--- config.mk ---
export PLATFORM = sky130hd
export DESIGN_NAME = mem_io_responder
export DESIGN_NICKNAME = d
export VERILOG_FILES = /design/src/rtl/mem_io_responder.sv
export SDC_FILE = /design/constraint.sdc
export NUM_CORES = 1
export LEC_CHECK = 0
export ABC_CLOCK_PERIOD_IN_PS = 3250
export BUFFER_PORTS_ARGS = -buffer_cell sky130_fd_sc_hd__buf_2
export CORE_ASPECT_RATIO = 1.75
export CORE_MARGIN = 5
export CORE_UTILIZATION = 55
export DETAILED_ROUTE_END_ITERATION = 10
export PLACE_DENSITY = 0.78
export RECOVER_POWER = 25
export SYNTH_ARGS = -nofsm -noshare
export SYNTH_HDL_FRONTEND = slang
export SYNTH_SLANG_ARGS = --single-unit
export TNS_END_PERCENT = 50
--- constraint.sdc ---
create_clock -name clk -period 3.25 [get_ports clk]
set_clock_uncertainty 0.1 [all_clocks]
set_input_delay 0.1625 -clock clk [delete_from_list [all_inputs] [get_ports clk]]
set_output_delay 0.1625 -clock clk [all_outputs]
set_load 0.01 [all_outputs]
--- src/rtl/mem_io_responder.sv ---
// mem_io_responder: target side of the CPU memory bus. Each request is routed
// either to port B of the dual-port BRAM or to a small page of memory-mapped
// I/O registers (LEDs, synchronised switches, prescaled timer, scratch).
// The response is a single-cycle ack with read data that holds until the next ack.
module mem_io_responder #(
  parameter int          ADDR_WIDTH     = 10,
  parameter int          DATA_WIDTH     = 16,
  parameter logic [5:0]  IO_PAGE        = 6'h3F,
  parameter int          TIMER_PRESCALE = 50000
) (
  input  logic                  clk,
  input  logic                  rst,
  input  logic                  req,
  input  logic                  we,
  input  logic [ADDR_WIDTH-1:0] addr,
  input  logic [DATA_WIDTH-1:0] wdata,
  output logic                  ack,
  output logic [DATA_WIDTH-1:0] rdata,
  output logic [ADDR_WIDTH-1:0] bram_addr,
  output logic                  bram_we,
  output logic [DATA_WIDTH-1:0] bram_wdata,
  input  logic [DATA_WIDTH-1:0] bram_q,
  input  logic [9:0]            switches,
  output logic [9:0]            leds
);

  // A prescale of 1 still needs a one-bit counter that simply stays at zero.
  localparam int PRESC_W = (TIMER_PRESCALE > 1) ? $clog2(TIMER_PRESCALE) : 1;
  localparam logic [PRESC_W-1:0] PRESC_LAST = PRESC_W'(TIMER_PRESCALE - 1);

  typedef enum logic [1:0] {
    IDLE      = 2'd0,
    BRAM_WAIT = 2'd1,
    RESP      = 2'd2
  } state_t;

  state_t state_q, state_d;

  // Transaction latched at the accept edge.
  logic [ADDR_WIDTH-1:0] addr_q, addr_d;
  logic [DATA_WIDTH-1:0] wdata_q, wdata_d;
  logic                  we_q, we_d;
  logic                  io_q, io_d;

  // Read data register and I/O state.
  logic [DATA_WIDTH-1:0] rdata_q, rdata_d;
  logic [9:0]            leds_q, leds_d;
  logic [DATA_WIDTH-1:0] scratch_q, scratch_d;
  logic [15:0]           timer_q, timer_d;
  logic [PRESC_W-1:0]    presc_q, presc_d;
  logic [9:0]            sw_meta_q, sw_sync_q;

  logic                  accept;
  logic                  addr_is_io;
  logic                  io_wr;
  logic                  bram_rd_resp;
  logic                  tick;
  logic [DATA_WIDTH-1:0] io_rdata;

  assign addr_is_io = (addr[ADDR_WIDTH-1 -: 6] == IO_PAGE);
  assign io_wr      = accept && addr_is_io && we;
  assign tick       = (presc_q == PRESC_LAST);

  // A BRAM read answers straight from the registered BRAM output during RESP,
  // because that is the first cycle in which bram_q reflects the latched address.
  assign bram_rd_resp = (state_q == RESP) && !io_q && !we_q;

  assign rdata      = bram_rd_resp ? bram_q : rdata_q;
  assign bram_addr  = addr_q;
  assign bram_wdata = wdata_q;
  assign leds       = leds_q;

  // State register and all latched/architectural registers.
  always_ff @(posedge clk) begin
    if (rst) begin
      state_q   <= IDLE;
      addr_q    <= '0;
      wdata_q   <= '0;
      we_q      <= 1'b0;
      io_q      <= 1'b0;
      rdata_q   <= '0;
      leds_q    <= '0;
      scratch_q <= '0;
      timer_q   <= '0;
      presc_q   <= '0;
      sw_meta_q <= '0;
      sw_sync_q <= '0;
    end else begin
      state_q   <= state_d;
      addr_q    <= addr_d;
      wdata_q   <= wdata_d;
      we_q      <= we_d;
      io_q      <= io_d;
      rdata_q   <= rdata_d;
      leds_q    <= leds_d;
      scratch_q <= scratch_d;
      timer_q   <= timer_d;
      presc_q   <= presc_d;
      sw_meta_q <= switches;
      sw_sync_q <= sw_meta_q;
    end
  end

  // Next-state logic and per-state outputs of the request handshake.
  always_comb begin
    state_d = state_q;
    accept  = 1'b0;
    ack     = 1'b0;
    bram_we = 1'b0;
    unique case (state_q)
      IDLE: begin
        if (req) begin
          accept  = 1'b1;
          state_d = addr_is_io ? RESP : BRAM_WAIT;
        end
      end
      BRAM_WAIT: begin
        bram_we = we_q;
        state_d = RESP;
      end
      RESP: begin
        ack     = 1'b1;
        state_d = IDLE;
      end
      default: state_d = IDLE;
    endcase
  end

  // I/O page read multiplexer; unmapped offsets read as zero.
  always_comb begin
    io_rdata = '0;
    unique case (addr[3:0])
      4'h0:    io_rdata = DATA_WIDTH'(leds_q);
      4'h1:    io_rdata = DATA_WIDTH'(sw_sync_q);
      4'h2:    io_rdata = DATA_WIDTH'(timer_q);
      4'h3:    io_rdata = scratch_q;
      default: io_rdata = '0;
    endcase
  end

  // Request latching, read data capture and I/O register writes.
  always_comb begin
    addr_d    = addr_q;
    wdata_d   = wdata_q;
    we_d      = we_q;
    io_d      = io_q;
    rdata_d   = rdata_q;
    leds_d    = leds_q;
    scratch_d = scratch_q;
    if (accept) begin
      addr_d  = addr;
      wdata_d = wdata;
      we_d    = we;
      io_d    = addr_is_io;
      if (addr_is_io && !we) begin
        rdata_d = io_rdata;
      end
    end
    // Keep the BRAM word once the response cycle ends so rdata holds.
    if (bram_rd_resp) begin
      rdata_d = bram_q;
    end
    if (io_wr && addr[3:0] == 4'h0) begin
      leds_d = wdata[9:0];
    end
    if (io_wr && addr[3:0] == 4'h3) begin
      scratch_d = wdata;
    end
  end

  // Free-running timer; a CPU write overrides a coincident tick.
  always_comb begin
    timer_d = timer_q;
    presc_d = presc_q + 1'b1;
    if (io_wr && addr[3:0] == 4'h2) begin
      timer_d = 16'(wdata);
      presc_d = '0;
    end else if (tick) begin
      timer_d = timer_q + 16'd1;
      presc_d = '0;
    end
  end

endmodule

==> flow_metrics.py <==
metrics = {
    "global_routing": {
        "grt_pass1_vias": 5077,
        "grt_overflow": 0,
        "grt_pass1_wl_mm": 24.81,
        "grt_max_degree": 78,
        "track_usage_pct": 25.62,
        "antenna_found_initial": 0,
    },
    "clocking": {
        "clkSlewWorstSetupHoldPaths_ns": 0.06,
        "clockBufferDepth": 2,
        "clock-sinks": 124,
        "h-tree-depth": 4,
        "numCtsBuffers": 17,
        "cts_tree": "done",
        "cts_resized": 0,
        "cts-root-buf": "clkbuf_16",
        "clock_latency_ns": 0.41,
    },
    "worst_setup_path": {
        "crit_path_end_kind": "flip-flop",
        "rr_startpoint": "presc_q[12]",
        "worstPathArrival_ns": 2.57,
        "ff2ff_setup_slack_ns": 0.81,
        "cp_num_buf_inv": 2,
        "slowest_delay_ns": 0.76,
        "path_class": "primary input to flip-flop",
        "crit_path_max_fanout": 10,
        "critPathTopFamily": "simple AND/OR/NAND/NOR gates",
        "cp-start-kind": "primary input",
        "critPathSlowestCell": "and4_1",
        "ff2ff_path_depth": 4,
        "crit_chain": "dlygate4sd3_1 -> buf_2 -> nor4bb_1 -> and4_1 -> mux2i_1 -> nor2_1",
        "reg2reg_to": "presc_q[10]",
        "worstPathRequired_ns": 3.36,
        "startpoint": "req",
    },
    "synth": {
        "ys_ff_latch": 124,
        "synth_xor_area_share_pct": 2.605,
        "synth_edf_count": 0,
        "syn-cell-area_um2": 5379,
        "seq_area_frac_synth_pct": 46.15,
        "synth_fa_ha_area_share_pct": 0.4652,
        "synthesis.nets": 665,
        "synthCells": 607,
        "yosysWarningCount": 0,
        "synthSimpleGateAreaFrac_pct": 23.70,
        "yosysTopAreaCell": "dfxtp_1",
        "synth_top_family_by_area": "simple AND/OR/NAND/NOR gates",
        "synth_async_sr_flop_share_pct": 0,
        "ys.flop_type": "dfxtp_1",
        "synth_top_area_share_pct": 46.15,
        "avgSynthCellArea_um2": 8.861,
        "synth_mux_area_share_pct": 11.72,
        "synth_cell_type_count": 45,
        "synth_compound_area_share_pct": 11.05,
        "yosys-top-cells-area": "dfxtp_1, mux2i_1, nand2_1",
    },
    "layout": {
        "utilization_pct": 73.13,
        "layout_commonest_cell": "dfxtp_1",
        "area_growth_pct": 29.52,
        "fillers": 707,
        "drive_above_1_share_pct": 19.05,
        "num_antenna_cells": 0,
        "fin_nets": 802,
        "layout_common_cells": "dfxtp_1, nand2_1, buf_2",
    },
    "place": {
        "routabilityCongestion": 0.8338,
        "io_buffers": 109,
        "preCtsSetupSlack_ns": 0.8031,
        "dpl.hpwl_mm": 10.04,
    },
    "timing": {
        "fin_crit_ns": 2.459,
        "setup_tns_ns": 0,
        "final-max-slew-violation-count": 78,
        "period_share_pct": 75.65,
        "worstMarginPinSlew_ns": 1.594,
        "fin_ws_ns": 0.7913,
        "max_clock_freq_mhz": 406.7,
        "setup_violations": 0,
        "slew_headroom_pct": -6.270,
        "rsz0062_at_grt": "false",
        "hold_violations": 0,
    },
    "floorplanning": {
        "pin_count": 110,
        "die_h_um": 140.8,
        "rows": 47,
        "start_util_pct": 56.46,
        "dieArea_um2": 11940,
        "die_w_um": 84.76,
        "coreArea_um2": 9527,
    },
    "detailed_routing": {
        "route.final.wire_length_mm": 15.71,
        "wl_per_cell_um": 17.90,
        "first_pass_iters": 6,
        "first_iter_violations": 517,
        "ant_nets": 0,
        "via_per_inst": 5.934,
        "vias": 5210,
        "drc": 0,
    },
    "min_path": {
        "worstHoldPathType": "primary input to flip-flop",
        "hp-start": "bram_q[1]",
        "hold_end": "rdata_q[1]",
        "hold_depth": 3,
    },
    "pwr": {
        "p_per_area_nw_per_um2": 549.4,
        "vdd_drop_max_mv": 0.4519,
        "p_leak_nw": 2.730,
        "power_mw": 3.828,
    },
    "flow_run": {
        "maxCapViolations": 1,
    },
    "run_status": {
        "violations": "max-capacitance violations, max-slew violations",
        "status": "finished, violations left",
    },
}
==> power breakdown <==
group | leakage, nW | switching (mW) | internal, mW
Clock | 0.299 | 0.638 | 1.30
Sequential | 1.01 | 0.0247 | 1.57
Combinational | 1.42 | 0.169 | 0.127
==> flip-flops by register name, summed over array words and instances, names as in the netlist <==
register,count
state_q,2
timer_q,16
sw_meta_q,10
presc_q,16
scratch_q,16
rdata_q,16
leds,10
bram_addr,10
io_q,1
we_q,1
sw_sync_q,10
bram_wdata,16
==> cell usage after synthesis (all sizes together) (3+ instances only) <==
cell     number
a21oi        38
a222oi       10
a31oi         7
and2          3
and4          4
buf          10
clkbuf       29
dfxtp       124
inv          19
mux2         16
mux2i        45
nand2       102
nand3        13
nand4        15
nand4b        5
nor2         36
nor2b        22
nor3         10
nor4         12
o2111ai       3
o211ai        4
o21ai        13
o22ai        10
o31ai         5
or3           4
or4          15
xnor2        13
xor2          3
==> final cells by class <==
type	count	area [um^2]	share of cell area, %
Clock buffer	25	505.5	7.256
Multi-Input combinational cell	425	2683	38.51
Timing Repair Buffer	157	964.7	13.85
Clock inverter	6	107.6	1.545
Tap cell	122	152.6	2.191
Sequential cell	124	2482	35.63
Inverter	19	71.32	1.024
==> through the flow <==
stage / instances / hold WS (ns) / area [um^2]
2_1_floorplan: 607 / 0.1907 / 5379
3_3_place_gp: 810 / 0.2696 / 6017
3_5_place_dp: 810 / 0.2755 / 6017
4_1_cts: 878 / 0.01080 / 7000
5_1_grt: 878 / 0.03262 / 6967
6_report: 878 / 0.02940 / 6967
==> routing by layer <==
metal	up-vias	part of all wire (%)	GRT usage (%)
met5	-	0	0
met4	0	2.8	12.01
met3	42	6.8	4.612
met2	258	53	46.47
met1	2466	37	28.47
li1	2444	-	-
==> cell families (layout without fill, tap and decap cells) <==
group,Yosys count,after routing
AOI/OAI and AO/OA,94,94
xor gates and xnor gates,16,16
adders and majority gates,2,2
buffers and inverters,58,207
DFF,124,124
muxes,61,61
and+or+nand+nor,252,252
==> what timing repair did <==
item / 4_1_cts / 5_1_grt
hold buffers: 37 / 0
setup buffers: 0 / 0
endpoints found under the hold margin: 64 / 0
==> worst min-delay path: stages <==
cell and delay [ns]:
buf_2 0.07, mux2i_1 0.09, o22ai_1 0.16
==> worst max path at each step <==
| stage | endpoint | depth (start not counted) | slack, ns |
|---|---|---|---|
| 2_1_floorplan | timer_q[4] | 6 | 0.94 |
| 3_3_place_gp | presc_q[8] | 4 | 0.90 |
| 3_5_place_dp | presc_q[10] | 4 | 0.80 |
| 4_1_cts | presc_q[10] | 4 | 0.79 |
| 5_1_grt | leds[4] | 6 | 0.62 |
| 6_report | leds[4] | 6 | 0.79 |
Power figures use the tool's default switching activity.
